--- config.mk ---
export PLATFORM = sky130hd
export DESIGN_NAME = reg_scoreboard
export DESIGN_NICKNAME = d
export VERILOG_FILES = /design/src/rtl/reg_scoreboard_pkg.sv /design/src/rtl/reg_scoreboard.sv
export SDC_FILE = /design/constraint.sdc
export NUM_CORES = 1
export LEC_CHECK = 0
export CELL_PAD_IN_SITES_DETAIL_PLACEMENT = 1
export CELL_PAD_IN_SITES_GLOBAL_PLACEMENT = 2
export CORE_MARGIN = 1.5
export CORE_UTILIZATION = 31
export DETAILED_ROUTE_END_ITERATION = 6
export GPL_TIMING_DRIVEN = 0
export PLACE_DENSITY = 0.81
export SETUP_SLACK_MARGIN = 0.1
export SLEW_MARGIN = 0
export SYNTH_ARGS = -nofsm -noshare
export SYNTH_HDL_FRONTEND = slang
export SYNTH_SLANG_ARGS = --single-unit
--- constraint.sdc ---
create_clock -name clk -period 5.35 [get_ports clk]
set_input_delay 0.8025 -clock clk [delete_from_list [all_inputs] [get_ports clk]]
set_output_delay 0.8025 -clock clk [all_outputs]
set_load 0.05 [all_outputs]
--- src/rtl/reg_scoreboard_pkg.sv ---
// Shared pipeline definitions for the register scoreboard: register address
// width, register count and outstanding long-op limit.
package reg_scoreboard_pkg;

  localparam int unsigned REG_ADDR_W  = 5;
  localparam int unsigned NUM_REGS    = 32;
  localparam int unsigned MAX_PENDING = 4;

  typedef logic [REG_ADDR_W-1:0] reg_addr_t;

endpackage

--- src/rtl/reg_scoreboard.sv ---
// Register scoreboard: tracks registers with an outstanding long-latency write
// and stalls decode on RAW, WAW or when the outstanding-write limit is reached.
module reg_scoreboard
  import reg_scoreboard_pkg::*;
#(
  parameter int unsigned NUM_REGS    = reg_scoreboard_pkg::NUM_REGS,
  parameter int unsigned MAX_PENDING = reg_scoreboard_pkg::MAX_PENDING
) (
  input  logic                               clk,
  input  logic                               rst,
  input  logic                               id_valid,
  input  logic [4:0]                         id_rs1_addr,
  input  logic                               id_rs1_used,
  input  logic [4:0]                         id_rs2_addr,
  input  logic                               id_rs2_used,
  input  logic [4:0]                         id_rd_addr,
  input  logic                               id_rd_write,
  input  logic                               id_long_op,
  input  logic                               id_flush,
  input  logic                               wb_long_valid,
  input  logic [4:0]                         wb_long_addr,
  output logic                               id_stall,
  output logic [NUM_REGS-1:0]                busy_vec,
  output logic [$clog2(MAX_PENDING+1)-1:0]   pending_cnt,
  output logic                               wb_err
);

  localparam int unsigned CNT_W = $clog2(MAX_PENDING + 1);
  localparam logic [CNT_W-1:0] CNT_MAX = CNT_W'(MAX_PENDING);

  logic [NUM_REGS-1:0] busy_next;
  logic [CNT_W-1:0]    cnt_next;
  logic                err_next;
  logic                any_clr;
  logic                issue;
  logic                dec_live;
  logic                raw_hit;
  logic                waw_hit;
  logic                cap_hit;
  logic                rd_nz;
  logic                wb_nz;

  // A register being written back this cycle counts as ready; forwarding
  // supplies the value, so it must not stall decode.
  function automatic logic eff_busy(input logic [NUM_REGS-1:0] b,
                                    input reg_addr_t r,
                                    input logic wv,
                                    input reg_addr_t wa);
    return b[r] & ~(wv & (wa == r) & (r != '0));
  endfunction

  always_comb begin
    busy_next = busy_vec;
    cnt_next  = pending_cnt;
    err_next  = wb_err;

    rd_nz    = (id_rd_addr != '0);
    wb_nz    = (wb_long_addr != '0);
    dec_live = id_valid & ~id_flush;
    any_clr  = wb_long_valid & wb_nz & busy_vec[wb_long_addr];

    raw_hit = (id_rs1_used & eff_busy(busy_vec, id_rs1_addr, wb_long_valid, wb_long_addr))
            | (id_rs2_used & eff_busy(busy_vec, id_rs2_addr, wb_long_valid, wb_long_addr));
    waw_hit = id_rd_write & rd_nz & eff_busy(busy_vec, id_rd_addr, wb_long_valid, wb_long_addr);
    cap_hit = id_long_op & id_rd_write & rd_nz & (pending_cnt == CNT_MAX) & ~any_clr;

    id_stall = dec_live & (raw_hit | waw_hit | cap_hit);
    issue    = dec_live & ~id_stall & id_rd_write & id_long_op & rd_nz;

    // Clear before set so a same-register collision leaves the bit set.
    if (any_clr) busy_next[wb_long_addr] = 1'b0;
    if (issue)   busy_next[id_rd_addr]   = 1'b1;
    busy_next[0] = 1'b0;

    if (issue && !any_clr && pending_cnt != CNT_MAX)
      cnt_next = pending_cnt + CNT_W'(1);
    else if (any_clr && !issue && pending_cnt != '0)
      cnt_next = pending_cnt - CNT_W'(1);

    if (wb_long_valid && wb_nz && !busy_vec[wb_long_addr])
      err_next = 1'b1;
  end

  always_ff @(posedge clk) begin
    if (rst) begin
      busy_vec    <= '0;
      pending_cnt <= '0;
      wb_err      <= 1'b0;
    end else begin
      busy_vec    <= busy_next;
      pending_cnt <= cnt_next;
      wb_err      <= err_next;
    end
  end

endmodule

## After elaboration in Yosys (flattened, before gate mapping)

Index checks and enable logic that the tools add are counted.

- Add/sub/neg operators: 2
- Order comparisons: 6
- Equality and inequality tests: 5
- Mux-type cells: 16
- Bitwise gates (word level): 37
- Reduce and logical (&&, ||, !) cells: 17

Operators by type and width:

| cell | number |
|---|---|
| $mux 32 | 2 |
| $and 32x32->32 | 1 |
| $not 32->32 | 1 |
| $or 32x32->32 | 1 |
| $and 1x1->1 | 25 |
| $lt 5x6->1 const B | 4 |
| $bmux 1 s5 | 4 |
| $reduce_bool 5->1 | 4 |
| $eq 5x5->1 | 3 |
| $demux 1 s5 | 2 |
| $ge 5x1->1 const B | 2 |
| $logic_and 1x1->1 | 8 |
| $mux 1 | 6 |
| $mux 3 | 2 |
| $not 1->1 | 6 |
| $add 3x1->3 const B | 1 |
| $eq 3x3->1 const B | 1 |
| $logic_not 1->1 | 3 |
| $ne 3x3->1 const B | 1 |
| $or 1x1->1 | 3 |
| $reduce_bool 3->1 | 1 |
| $sub 3x1->3 const B | 1 |
| $reduce_bool 2->1 | 1 |

- Bits in registers: 36
- Output and inout port bits: 37
- Word-level logic and storage cells: 87

## Logic depth before layout (Yosys ltp)

- Depth after elaboration: 20
- Gate-level depth with buffers: 16
- Gate-level depth less buffers: 11

## Least setup slack after synthesis

OpenSTA, ideal clock, no wires.

- Path type: input port to flip-flop
- Start: input port id_rs1_addr[0]
- End: register pending_cnt[2]
- Arrival: 4275 ps
- Data required time: 5285 ps
- Setup slack: 1010 ps
- Stages on the path: 14
- Path buffers: 3
- Cells stage by stage: buf_2 -> mux4_2 -> or3b_1 -> o311ai_0 -> a211oi_1 -> nor4b_1 -> o2111a_1 -> buf_6 -> buf_2 -> nand2_1 -> fa_1 -> or3_1 -> mux4_2 -> nor2_1

- Word-level cells in the longest chain between the ends: 19
- Elaborated cells on any way between the ends: 25

Ends and longest elaborated chain:

| item | RTL line | source |
|---|---|---|
| from (decl) | reg_scoreboard.sv:12 | `input logic [4:0] id_rs1_addr,` |
| branches (longest 4 deep; another with $bmux 1 s5) | -- |  |
| $and 1x1->1 (*) | reg_scoreboard.sv:49 | `return b[r] & ~(wv & (wa == r) & (r != '0));` |
| $and 1x1->1 (*) | reg_scoreboard.sv:62 | `raw_hit = (id_rs1_used & eff_busy(busy_vec, id_rs1_addr, wb_long_valid, wb_long_addr))` |
| $or 1x1->1 (*) | reg_scoreboard.sv:63 | `\| (id_rs2_used & eff_busy(busy_vec, id_rs2_addr, wb_long_valid, wb_long_addr));` |
| $or 1x1->1 (*) (2 in a row) | reg_scoreboard.sv:67 | `id_stall = dec_live & (raw_hit \| waw_hit \| cap_hit);` |
| $and 1x1->1 (*) | reg_scoreboard.sv:67 |  |
| $not 1->1 (*) | reg_scoreboard.sv:68 | `issue = dec_live & ~id_stall & id_rd_write & id_long_op & rd_nz;` |
| $and 1x1->1 (*) (4 in a row) | reg_scoreboard.sv:68 |  |
| $logic_not 1->1 | reg_scoreboard.sv:77 | `else if (any_clr && !issue && pending_cnt != '0)` |
| $logic_and 1x1->1 (2 in a row) | reg_scoreboard.sv:77 |  |
| $reduce_bool 2->1 (no line) | -- |  |
| to (signal assigned) | reg_scoreboard.sv:91 | `pending_cnt <= cnt_next;` |
| to (decl) | reg_scoreboard.sv:24 | `output logic [$clog2(MAX_PENDING+1)-1:0] pending_cnt,` |

Mark *: on every way between the ends. The select of a mux whose other input is x is not followed.
A chain may end at the register's enable or synchronous reset.

## Worst setup path after layout

- Start: input port id_rd_addr[1]
- End: register pending_cnt[2]

- Word-level cells in the longest chain between the ends: 18
- Elaborated cells on any way between the ends: 28

Ends and longest elaborated chain:

| item | RTL line | source |
|---|---|---|
| from (decl) | reg_scoreboard.sv:16 | `input logic [4:0] id_rd_addr,` |
| branches (longest 13 deep; another with $bmux 1 s5) | -- |  |
| $and 1x1->1 (*) | reg_scoreboard.sv:68 |  |
| $logic_not 1->1 | reg_scoreboard.sv:77 |  |
| $logic_and 1x1->1 (2 in a row) | reg_scoreboard.sv:77 |  |
| $reduce_bool 2->1 (no line) | -- |  |

Marks and branches as above.

==> summary.md <==
| Metric | Value |
|---|---|
| Status | completed |
| Final Slew Violations | 0 |
| Clock buffer depth | 2 |
| CTS root buf | clkbuf_8 |
| Final setup fails | 0 |
| Via Count | 3188 |
| Number of clock sinks | 35 |
| Routed WL | approximately 12000 microns |
| Comb pwr share | 0.199 |
| Worst path max stage delay | roughly 0.6 ns |
| Port Buffers | 55 |
| Num CTS Buffers | 5 |
| Min Hold Slack | about 0.51 ns |
| Die height | slightly above 100 microns |
| Critical Path AT | 5.23 ns |
| Routed length on met1 | between 5000 and 6000 microns |
| Layout area overhead | 28.6% |
| Clock Skews | approximately 0.0041 ns |
| Worst reg2reg path depth | 13 |
| Crit path from | id_rd_addr[1] |
| Clock-pin slew on the worst setup and hold paths | 0.08 ns |
| Finished Cell Area | 3870 sq um |
| Drt first pass iters | 5 |
| Net Switching | 0.000193 W |
| Post-synth top cells | 35 x dfxtp_1, 33 x o21ai_0, 31 x mux2i_1 |
| Post-DRT Antenna Nets | 0 |
| Max-Cap Viols | 0 |
| Area after DPL | about 3700 sq um |
| Die W | between 100 and 150 microns |
| Sequential area share after synthesis | 0.233 |
| Die area | 10300 sq um |
| CORE AREA | ~9300 sq um |
| Worst VDD drop | approximately 80 uV |
| Placed cells | between 500 and 600 |
| Max FO, Critical Path | 10 |
| Vias per Instance | roughly 6 |
| Diode count | 0 |
| CP Data Required Time | around 5.6 ns |
| Final GP Congestion | between 0.8 and 0.9 |
| Final #Nets | between 400 and 500 |
| Syn. warnings | 0 |
| Initial Util | 0.323 |
| Initial DRC count | around 250 |
| Hold_buf cts | 0 |
| Worst slew pin tran | roughly 0.85 ns |
| Final number of hold-violating endpoints | 0 |
| Async S/R FF share, synth | 0 |
| H-tree Lvls | 2 |
| Worst flop-to-flop path startpoint | busy_vec[12] |
| Top layer in use | met4 |
| #FFs+latches synth | 35 |
| Fmax | 200 MHz |
| EDFF count, synth | 0 |
| CTS tree | yes |
| Syn avg cell area | 9.21 sq um |
| DRC | 0 |
| Worst path cell trace | clkdlybuf4s50_1 -> clkbuf_1 -> mux4_2 -> o22ai_1 -> a311o_1 -> nor3_1 -> nor4b_2 -> o2111a_1 -> buf_6 -> buf_2 -> nand2_1 -> fa_1 -> or3_1 -> mux4_2 -> nor2_1 |
| Sequential share of power | 0.379 |
| Synth Cell Area | about 3000 sq um |
| Final total power | about 0.0007 W |
| Top post-synthesis cells by area | dfxtp_1 23%, mux4_2 13%, mux2i_1 10%, o21ai_0 5.5%, o311ai_0 4.9% |
| Cells after synthesis | roughly 330 |
| Hold path depth | 2 |
| Met3 WL | about 800 microns |
| Leakage | between 1 and 1.5 nW |
| Yosys top cell area share | 0.233 |
| RSZ-0062 raised after global routing | false |
| Std cell rows | 35 |
| Min-delay src | wb_err |
| Initial antenna violation count | 0 |
| Max_slew headroom | 0.429 |
| Worst path slowest cell | clkdlybuf4s50_1 |
| Crit path capture type | flip-flop |
| Top_reg_cell synth | dfxtp_1 |
| Largest area contributor in the netlist | dfxtp_1 |
| Largest net degree at the start of global routing | 13 |
| I/O pin cnt | 66 |
| Sw frac | 0.276 |
| Number of global-route vias before repair | between 3000 and 4000 |
| Cell-internal power | a little over 0.0005 W |
| Cell repeated most along the worst path | mux4_2 |
| Startpoint type of the worst setup path | primary input |
| Clk_lat worst skew | around 0.29 ns |
| Fill cells | about 1100 |
| Pwr dens | 180 nW/um^2 |
| Top-count cell post-synth | dfxtp_1 |
| DR WL/cell | 24.0 microns |
| CP Class | primary input to flip-flop |
| WL met2 | approximately 5700 microns |
| Distinct cells, synth | 56 |
| Final Cycle Share | 0.933 |
| Clock power share | 0.422 |
| Min Tclk post-route | around 5 ns |
| HP Class | flip-flop to flip-flop |
| Hpwl dp | about 9100 microns |
| Non-Filler Instances | roughly 520 |
| Mapped Nets | 357 |
| First-pass GRT wire length | between 15000 and 20000 microns |
| Layout cells sized above 1 | 0.154 |
| Grt total ovfl | 0 |
| All-layer global routing usage | 0.249 |
| Final core occ | 0.415 |
power groups by stage:
stage	Sequential [W]	Combinational (W)	Clock, W
floorplan	0.000275	0.0000825	0
global placement	0.000270	0.000134	0
detailed placement	0.000270	0.000136	0
CTS	0.000264	0.000137	0.000296
global route	0.000264	0.000149	0.000307
finish	0.000264	0.000138	0.000294
per-stage QoR:
stage	setup TNS (ns)	worst slack [ns]
6_report	0	0.357
3_5_place_dp	-0.172	-0.172
4_1_cts	0	0.212
2_1_floorplan	0	1.01
3_3_place_gp	-0.110	-0.110
5_1_grt	0	0.127
final cells by class:
cell class | instances | area (sq um) | share of cell area
well taps | 129 | 161 | 0.0417
clock inverters | 3 | 67.6 | 0.0174
clock buffers | 5 | 68.8 | 0.0178
flip-flops and latches | 35 | 701 | 0.181
multi-input cells | 257 | 2150 | 0.554
inverters | 3 | 11.3 | 0.00291
repair buffers | 55 | 551 | 0.142
plain buffers | 32 | 165 | 0.0426
repair_timing:
action                                  CTS  global route
endpoints found under the setup margin    1             2
buffers inserted                          0             0
gates resized for setup                   1             5
pin swaps                                 0             0
cells by family (layout without fill, tap and decap cells):
| logic type | count (synthesis) | in the layout | synth area share |
|---|---|---|---|
| compound gates | 96 | 96 | 0.213 |
| simple gates | 87 | 87 | 0.177 |
| mux | 55 | 55 | 0.263 |
| flops | 35 | 35 | 0.233 |
| buf+inv | 35 | 98 | 0.0577 |
| xor+xnor | 17 | 17 | 0.0494 |
| fa+ha+maj | 1 | 1 | 0.00665 |
| other cells | 1 | 1 | 0.00125 |
worst paths after layout:
kind                            slack [ns]        endpoint
worst min register to register        0.51          wb_err
worst max register to register        1.19  pending_cnt[2]
worst max-delay path                  0.36  pending_cnt[2]
worst min-delay path                  0.51          wb_err
layout by cell type (no fill, tap or decap), drive strengths merged, types with 3 or more instances in the layout:
| master | synthesis | routed |
|---|---|---|
| xor2 | 6 | 6 |
| o22ai | 11 | 11 |
| dfxtp | 35 | 35 |
| clkbuf | 14 | 19 |
| mux4 | 18 | 18 |
| nand2b | 4 | 4 |
| nand3b | 10 | 10 |
| a22oi | 3 | 3 |
| nor2 | 12 | 12 |
| nand2 | 14 | 14 |
| buf | 18 | 18 |
| inv | 3 | 3 |
| mux2 | 6 | 6 |
| mux2i | 31 | 31 |
| nand3 | 10 | 10 |
| or3b | 6 | 6 |
| nor4b | 6 | 6 |
| or3 | 6 | 6 |
| clkdlybuf4s50 | 0 | 55 |
| o21ai | 33 | 33 |
| a21oi | 13 | 13 |
| nor3 | 3 | 3 |
| nor2b | 3 | 3 |
| o311ai | 18 | 18 |
| xnor2 | 11 | 11 |
| nand4 | 4 | 4 |
| nor3b | 4 | 4 |
per-layer routing:
metal | GRT usage | vias up
li1 | - | 1406
met1 | 0.347 | 1590
met2 | 0.392 | 157
met3 | 0.0269 | 35
met4 | 0.100 | 0
met5 | 0 | -
worst max-delay path: cells and delay by family:
family	cells	cell delay, ns
buf+inv	4	1.42
compound gates	3	0.59
simple gates	5	1.12
mux	2	0.83
fa+ha+maj	1	0.46
flip-flops by register name, summed over array words and instances, names as in the netlist:
name	count
busy_vec	31
pending_cnt	3
wb_err	1
Note: power is estimated with default switching activity, not from simulation.
